[config.mk]
export PLATFORM = sky130hd
export DESIGN_NAME = fifo_flops_ext
export DESIGN_NICKNAME = d
export VERILOG_FILES = /design/src/rtl/fifo_ext_pkg.sv /design/src/rtl/fifo_ext_ctrl.sv /design/src/rtl/fifo_flops_ext.sv
export SDC_FILE = /design/constraint.sdc
export NUM_CORES = 1
export LEC_CHECK = 0
export CAP_MARGIN = 0
export CORE_ASPECT_RATIO = 0.7
export CORE_UTILIZATION = 50
export CTS_BUF_LIST = sky130_fd_sc_hd__clkbuf_4
export DETAILED_ROUTE_END_ITERATION = 6
export GPL_TIMING_DRIVEN = 0
export HOLD_SLACK_MARGIN = 0.03
export PLACE_DENSITY = 0.72
export SLEW_MARGIN = 40
export SYNTH_ARGS = -nofsm -noshare
export SYNTH_HDL_FRONTEND = slang
export SYNTH_HIERARCHICAL = 1
export SYNTH_SLANG_ARGS = --single-unit
[constraint.sdc]
create_clock -name clk -period 3.2 [get_ports clk]
set_input_delay 0.96 -clock clk [delete_from_list [all_inputs] [get_ports clk]]
set_output_delay 0.96 -clock clk [all_outputs]
set_load 0.01 [all_outputs]
[src/rtl/fifo_ext_pkg.sv]
// Shared types and helpers for the extended flop-based FIFO.
package fifo_ext_pkg;

    // Read-data presentation mode.
    typedef enum logic {
        FIFO_STD  = 1'b0,
        FIFO_FWFT = 1'b1
    } fifo_mode_e;

    // Pointer width for a given depth, never less than one bit.
    function automatic int ptr_w(input int d);
        int w;
        w = $clog2(d);
        return (w < 1) ? 1 : w;
    endfunction

endpackage

[src/rtl/fifo_ext_ctrl.sv]
// Pointer, occupancy, acceptance, status and error-flag control for fifo_flops_ext.
module fifo_ext_ctrl
    import fifo_ext_pkg::*;
#(
    parameter int depth = 8,
    parameter int af_th = depth - 2,
    parameter int ae_th = 1,
    parameter int PW    = ptr_w(depth),
    parameter int CW    = $clog2(depth + 1)
) (
    input  logic          clk,
    input  logic          rst,
    input  logic          push,
    input  logic          pop,
    input  logic          clr_err,
    output logic [PW-1:0] wr_ptr,
    output logic [PW-1:0] rd_ptr,
    output logic          push_ok,
    output logic          pop_ok,
    output logic [CW-1:0] count,
    output logic          full,
    output logic          pndng,
    output logic          almost_full,
    output logic          almost_empty,
    output logic          overflow,
    output logic          underflow
);

    localparam logic [PW-1:0] LAST_PTR = PW'(depth - 1);
    localparam logic [CW-1:0] DEPTH_C  = CW'(depth);
    localparam logic [CW-1:0] AF_C     = CW'(af_th);
    localparam logic [CW-1:0] AE_C     = CW'(ae_th);

    // Pointers wrap at depth-1, so depth need not be a power of two.
    function automatic logic [PW-1:0] wrap_inc(input logic [PW-1:0] p);
        return (p == LAST_PTR) ? '0 : p + PW'(1);
    endfunction

    // Acceptance from pre-edge occupancy; a pop frees the slot a full-FIFO push needs.
    always_comb begin
        pop_ok  = pop && (count != '0);
        push_ok = push && ((count < DEPTH_C) || pop_ok);
    end

    // Pointer and occupancy registers.
    always_ff @(posedge clk) begin
        if (rst) begin
            wr_ptr <= '0;
            rd_ptr <= '0;
            count  <= '0;
        end else begin
            if (push_ok) wr_ptr <= wrap_inc(wr_ptr);
            if (pop_ok)  rd_ptr <= wrap_inc(rd_ptr);
            count <= count + CW'(push_ok) - CW'(pop_ok);
        end
    end

    // Status flags decoded purely from the registered count.
    always_comb begin
        full         = (count == DEPTH_C);
        pndng        = (count != '0);
        almost_full  = (count >= AF_C);
        almost_empty = (count <= AE_C);
    end

    // Sticky error flags; a new error in the clearing cycle keeps the flag set.
    always_ff @(posedge clk) begin
        if (rst) begin
            overflow  <= 1'b0;
            underflow <= 1'b0;
        end else begin
            if (push && !push_ok) overflow <= 1'b1;
            else if (clr_err)     overflow <= 1'b0;
            if (pop && !pop_ok)   underflow <= 1'b1;
            else if (clr_err)     underflow <= 1'b0;
        end
    end

endmodule

[src/rtl/fifo_flops_ext.sv]
// Flop-based synchronous FIFO with occupancy, thresholds, sticky errors and selectable read mode.
module fifo_flops_ext
    import fifo_ext_pkg::*;
#(
    parameter int bits  = 16,
    parameter int depth = 8,
    parameter int af_th = depth - 2,
    parameter int ae_th = 1,
    parameter int fwft  = 0
) (
    input  logic                       clk,
    input  logic                       rst,
    input  logic [bits-1:0]            Din,
    input  logic                       push,
    input  logic                       pop,
    input  logic                       clr_err,
    output logic [bits-1:0]            Dout,
    output logic                       full,
    output logic                       pndng,
    output logic                       almost_full,
    output logic                       almost_empty,
    output logic [$clog2(depth+1)-1:0] count,
    output logic                       overflow,
    output logic                       underflow
);

    localparam int         PW   = ptr_w(depth);
    localparam int         CW   = $clog2(depth + 1);
    localparam fifo_mode_e MODE = (fwft != 0) ? FIFO_FWFT : FIFO_STD;

    logic [bits-1:0] mem [depth];
    logic [PW-1:0]   wr_ptr;
    logic [PW-1:0]   rd_ptr;
    logic            push_ok;
    logic            pop_ok;

    fifo_ext_ctrl #(
        .depth (depth),
        .af_th (af_th),
        .ae_th (ae_th),
        .PW    (PW),
        .CW    (CW)
    ) u_ctrl (
        .clk          (clk),
        .rst          (rst),
        .push         (push),
        .pop          (pop),
        .clr_err      (clr_err),
        .wr_ptr       (wr_ptr),
        .rd_ptr       (rd_ptr),
        .push_ok      (push_ok),
        .pop_ok       (pop_ok),
        .count        (count),
        .full         (full),
        .pndng        (pndng),
        .almost_full  (almost_full),
        .almost_empty (almost_empty),
        .overflow     (overflow),
        .underflow    (underflow)
    );

    // Storage write; contents deliberately survive reset.
    always_ff @(posedge clk) begin
        if (push_ok) mem[wr_ptr] <= Din;
    end

    generate
        if (MODE == FIFO_FWFT) begin : g_fwft
            // Head word shown directly from registered state; zero while empty.
            always_comb begin
                Dout = pndng ? mem[rd_ptr] : '0;
            end
        end else begin : g_std
            logic [bits-1:0] dout_q;
            // Registered read: capture the head word on an accepted pop, hold otherwise.
            always_ff @(posedge clk) begin
                if (rst)         dout_q <= '0;
                else if (pop_ok) dout_q <= mem[rd_ptr];
            end
            assign Dout = dout_q;
        end
    endgenerate

endmodule

### Yosys cells after proc, flatten, opt, wreduce, memory -nomap -nowiden

Memory sizes are Yosys's and may differ from the RTL's. A register that Yosys moved wholly into a read port is not among the register bits.
Index checks and enable logic that the tools add are counted.

| cells by class | value |
|---|---|
| add/sub/neg operators | 4 |
| order comparisons | 3 |
| eq/ne operators | 3 |
| multiplexer cells | 7 |
| reductions and logical operators | 10 |

Operator list:

| operator | count |
|---|---|
| 3-bit by 1-bit adder with 3-bit output, second input constant | 2 |
| 3-bit == test, second input constant | 2 |
| 3-bit 2-to-1 mux | 2 |
| 1-bit 2-to-1 mux | 5 |
| 4-bit by 1-bit adder with 4-bit output | 1 |
| 4-bit == test, second input constant | 1 |
| 4-bit by 3-bit >= comparator with 1-bit output, second input constant | 1 |
| 4-bit by 1-bit less-or-equal comparator with 1-bit output, second input constant | 1 |
| 1-bit logical AND | 4 |
| 4-bit less-than comparator, second input constant | 1 |
| 2-bit nonzero test | 2 |
| 4-bit nonzero test | 1 |
| 4-bit by 1-bit subtractor with 4-bit output | 1 |
| 1-bit logical NOT | 2 |
| 1-bit logical OR | 1 |

| word-level totals | value |
|---|---|
| flip-flop bits (word level) | 12 |
| bits in writable memories | 128 |
| input port bits | 21 |
| output and inout bits | 26 |
| logic and storage cells | 33 |
| memories | 1 |

Memories:

| memory | depth | width | rd ports | clocked after Yosys merged registers in | write ports | RTL line | RTL |
|---|---|---|---|---|---|---|---|
| mem | 8 | 16 | 1 | 1 | 1 | fifo_flops_ext.sv:31 | `logic [bits-1:0] mem [depth];` |

### Longest topological paths before layout

| depth | value |
|---|---|
| word-level depth | 7 |
| mapped depth | 11 |

### Cells and area by module

The synthesis kept the hierarchy.

Modules (own cells, without submodules):

| module | times used | cells each | area each (µm²) |
|---|---|---|---|
| fifo_flops_ext | 1 | 307 | 5570.3 |
| fifo_ext_ctrl | 1 | 82 | 757.0 |

### Worst setup path after synthesis

Ideal clock, no wire load.

| path | value |
|---|---|
| kind | input-to-reg |
| start | input pop |
| end | memory mem[4][0] (enable) |
| library setup time | 0.409 ns |
| data arrival time | 2.765 ns |
| required time | 2.791 ns |
| setup slack | 0.026 ns |
| cell stages on the path | 4 |
| buffers on the path | 0 |
| cells stage by stage | nor2b_1 a311oi_2 nand2_1 nor3_1 |

| on the way | value |
|---|---|
| word-level cells in the longest chain between the ends | 5 |

Ends and longest elaborated chain:

| item | RTL line | RTL |
|---|---|---|
| from (decl) | fifo_flops_ext.sv:15 | `input logic pop,` |
| 1-bit logical AND | fifo_ext_ctrl.sv:41 | `pop_ok = pop && (count != '0);` |
| 1-bit logical OR | fifo_ext_ctrl.sv:42 | `push_ok = push && ((count < DEPTH_C) \|\| pop_ok);` |
| 1-bit logical AND | fifo_ext_ctrl.sv:42 |  |
| via push_ok | fifo_flops_ext.sv:34 | `logic push_ok;` |
| 1-bit 2-to-1 mux | fifo_flops_ext.sv:64 | `if (push_ok) mem[wr_ptr] <= Din;` |
| 1-bit 2-to-1 mux (not written as such) | fifo_flops_ext.sv:64 |  |
| to (decl) | fifo_flops_ext.sv:31 |  |

The timed path passes the listed nets, and every way through them passes these cells.

### Worst setup path after layout

| path | value |
|---|---|
| start | register u_ctrl.count[3] |
| end | output pndng |

| on the way | value |
|---|---|
| word-level cells in the longest chain between the ends | 1 |

Ends and longest elaborated chain:

| item | RTL line | RTL |
|---|---|---|
| from (decl) | fifo_ext_ctrl.sv:20 | `output logic [CW-1:0] count,` |
| from (signal assigned) | fifo_ext_ctrl.sv:54 | `count <= count + CW'(push_ok) - CW'(pop_ok);` |
| 4-bit nonzero test | fifo_ext_ctrl.sv:61 | `pndng = (count != '0);` |
| to (decl) | fifo_flops_ext.sv:19 | `output logic pndng,` |

No other way between the ends.

==> flow_summary_export.csv <==
group,metric,value,unit
status,status,"completed",
synthesis,async_reset_ff_frac,0,
timing,setup_ws,0.1447,ns
route,wl_per_cell,21.19,µm
critical_path,critical_path_class,"reg -> out",
synthesis,synthAdderAreaFrac,0.02887,
final_layout,final_common_cell,"edfxtp_1",
critical_path,reg2reg_depth,7,
timing,finClkSkew,0.02106,ns
die,fp.dieW,136.5,µm
synthesis,synthMuxAreaShare,0.1141,
synthesis,synth_top_family_by_area,"multiplexers",
critical_path,crit_buf_inv,2,
place,hpwl,8.767,mm
min_path,hold_depth,2,
timing,min_period,3.055,ns
route,viasPerCell,5.665,
synthesis,synth-compound-area-share,0.08048,
synthesis,synth_xor_area_frac,0.001384,
power_and_ir_drop,vdd_ir_drop_max,0.3614,mV
synthesis,syn-num-nets,424,
die,die_h,96.12,µm
critical_path,crit_path_max_incr_delay,0.49,ns
cts,cts_inserted_buffers,17,
synthesis,ys_seq_area_frac,0.6961,
synthesis,yosysWarnings,6,
place,gp_congestion,0.7697,
min_path,hp-start,"Dout[12]$_SDFFE_PP0P_",
critical_path,crit_family,"buffers and inverters",
power_and_ir_drop,power.density,745.2,mW/mm²
timing,max_freq,327.3,MHz
critical_path,cp.required,2.24,ns
cts,path_clk_slew,0.12,ns
timing,rsz0062_at_grt,"false",
timing,finalSetupViolations,0,
critical_path,r2r_start,"u_ctrl/count[1]$_SDFF_PP0_",
cts,cts_setup_buffers,0,
route,vias,3580,
synthesis,synth_seq_cells,156,
cts,cts-root-buf,"clkbuf_4",
critical_path,r2r_end,"mem[4][0]$_DFFE_PP_",
die,die-area,0.01312,mm²
die,start_util,0.5266,
critical_path,crit_arrival,2.10,ns
power_and_ir_drop,p_leak,2.478,nW
synthesis,synth_area_per_cell,16.27,µm²
cts,htreeDepth,4,
timing,tightestPinTransition,0.8690,ns
cts,cts_tree,"done",
min_path,hp-class,"reg -> reg",
synthesis,synth.distinct_cells,38,
die,core.rowCount,33,
cts,clk-insertion-delay-late,0.52,ns
route,wirelength,13.39,mm
cts,cts_buffer_depth,2,
final_layout,final_layout_size_suffix_gt1_frac,0.2232,
synthesis,synth_edf_count,128,
critical_path,critPathLaunchType,"flip-flop",
synthesis,synthSimpleGateAreaFrac,0.04430,
final_layout,insertedDiodeCount,0,
grt,antenna_found_initial,0,
cts,clock-sinks,156,
timing,tns,0,ns
final_layout,final_cell_mix,"128 x edfxtp_1, 46 x clkdlybuf4s50_1, 35 x mux2i_1, 33 x mux2_2, 27 x dfxtp_1",
cts,ctsHoldBuffers,0,
critical_path,cp_max_fo,6,
grt,grt_pass1_vias,3569,
grt,grt_max_degree,17,
critical_path,endpoint_kind,"output port",
timing,slew_viol_final,0,
min_path,hold-path-endpoint,"Dout[12]$_SDFFE_PP0P_",
synthesis,synthesis.area,0.006327,mm²
route,drt_first_iter_violations,229,
route,drc,0,
grt,overflow,0,
critical_path,reg2reg_slack,0.55,ns
critical_path,crit_slowest_cell,"clkdlybuf4s50_1",
final_layout,area_growth_syn_to_layout,17.80,%
grt,track_usage,0.2236,
synthesis,synthFlopType,"edfxtp_1",
timing,relSlewSlack,0.4207,
die,io_pins,47,
route,drt_first_pass_iters,4,
place,io_buffer_count,46,
critical_path,path_cells,"inv_2 > ha_4 > or3b_4 > clkdlybuf4s50_1",
final_layout,nets,497,
timing,finalCritPeriodShare,0.9548,
synthesis,synth_cells,389,
route,antenna_left,0,
die,core_region_area,0.01202,mm²
job,maxCapViolations,0,
place,dp_slack,-0.5250,ns
grt,grt_pass1_wl,20.48,mm
timing,hold_violations,0,
[worst max-delay path by stage]
stage	to	startpoint	cells after the start	slack [ns]
2_1_floorplan	mem[4][0]$_DFFE_PP_	pop	4	0.03
3_3_place_gp	mem[0][5]$_DFFE_PP_	pop	5	-1.78
3_5_place_dp	mem[4][5]$_DFFE_PP_	pop	8	-0.52
4_1_cts	pndng	u_ctrl/count[2]$_SDFF_PP0_	4	0.004
5_1_grt	pndng	u_ctrl/count[3]$_SDFF_PP0_	4	0.03
6_report	pndng	u_ctrl/count[3]$_SDFF_PP0_	4	0.14
[layer usage]
metal / up-vias / GRT usage / share of wire
met5: - / 0 / 0
met4: 0 / 0.07315 / 0.010
met3: 14 / 0.05477 / 0.075
met2: 117 / 0.3376 / 0.45
met1: 1789 / 0.3182 / 0.47
li1: 1660 / - / -
[Yosys cell counts, drive strengths merged (5+ instances only)]
cell type | number | share of area
clkbuf | 9 | 0.0055
inv | 9 | 0.0053
dfxtp | 28 | 0.089
a21oi | 5 | 0.0040
mux2i | 35 | 0.055
mux2 | 33 | 0.059
buf | 11 | 0.023
nand2b | 5 | 0.0049
a211oi | 16 | 0.025
nor2 | 27 | 0.016
nor2b | 5 | 0.0049
nand2 | 10 | 0.0059
edfxtp | 128 | 0.61
a221o | 13 | 0.021
ha | 13 | 0.026
o22ai | 13 | 0.013
[timing repair]
action                     4_1_cts  5_1_grt
setup endpoints to repair        1        7
hold endpoints to repair         0        0
gates resized for setup          3        3
[flip-flops by register name, summed over array words and instances, names as in the netlist]
name and cells:
u_ctrl/count 4, u_ctrl/rd_ptr 3, u_ctrl/overflow 1, u_ctrl/wr_ptr 3, Dout 16, mem 128
u_ctrl/underflow 1
[where the power goes]
| part | internal (W) | total, W | switching, W |
|---|---|---|---|
| clock | 0.000619 | 0.00132 | 0.000701 |
| combinational | 0.000852 | 0.00170 | 0.000851 |
| sequential | 0.00241 | 0.00253 | 0.000123 |
[worst min-delay path: stages, from the launching register on]
cell      delay [ns]
dfxtp_1         0.33
nor2_1          0.08
a211oi_1        0.05
[stage by stage]
step / area, µm² / utilization / hold slack (ns) / total power [W] / std cells
final: 7453 / 0.6203 / 0.4979 / 0.005554 / 632
after global routing: 7453 / 0.6203 / 0.5095 / 0.005814 / 632
after CTS: 7431 / 0.6185 / 0.5000 / 0.005558 / 632
after detailed placement: 7104 / 0.5913 / 0.4797 / 0.004249 / 600
after global placement: 6984 / 0.5813 / 0.4765 / 0.004172 / 592
after floorplan: 6327 / - / 0.4602 / 0.003624 / 389
[layout make-up]
class	count	area, µm²
clock inverter	15	195.2
clock buffer	17	127.6
timing repair buffer	54	525.5
inverter	10	37.54
multi-input combinational	203	1782
sequential	156	4405
tap	157	196.4
fill	882	4562
buffer	20	183.9
[cell families after synthesis]
| kind of cell | after synthesis |
|---|---|
| flops | 156 |
| mux | 68 |
| compound gates | 60 |
| simple gates | 60 |
| buf+inv | 30 |
| fa+ha+maj | 14 |
| xor+xnor | 1 |
No activity file was read; power rests on OpenSTA's default activity.
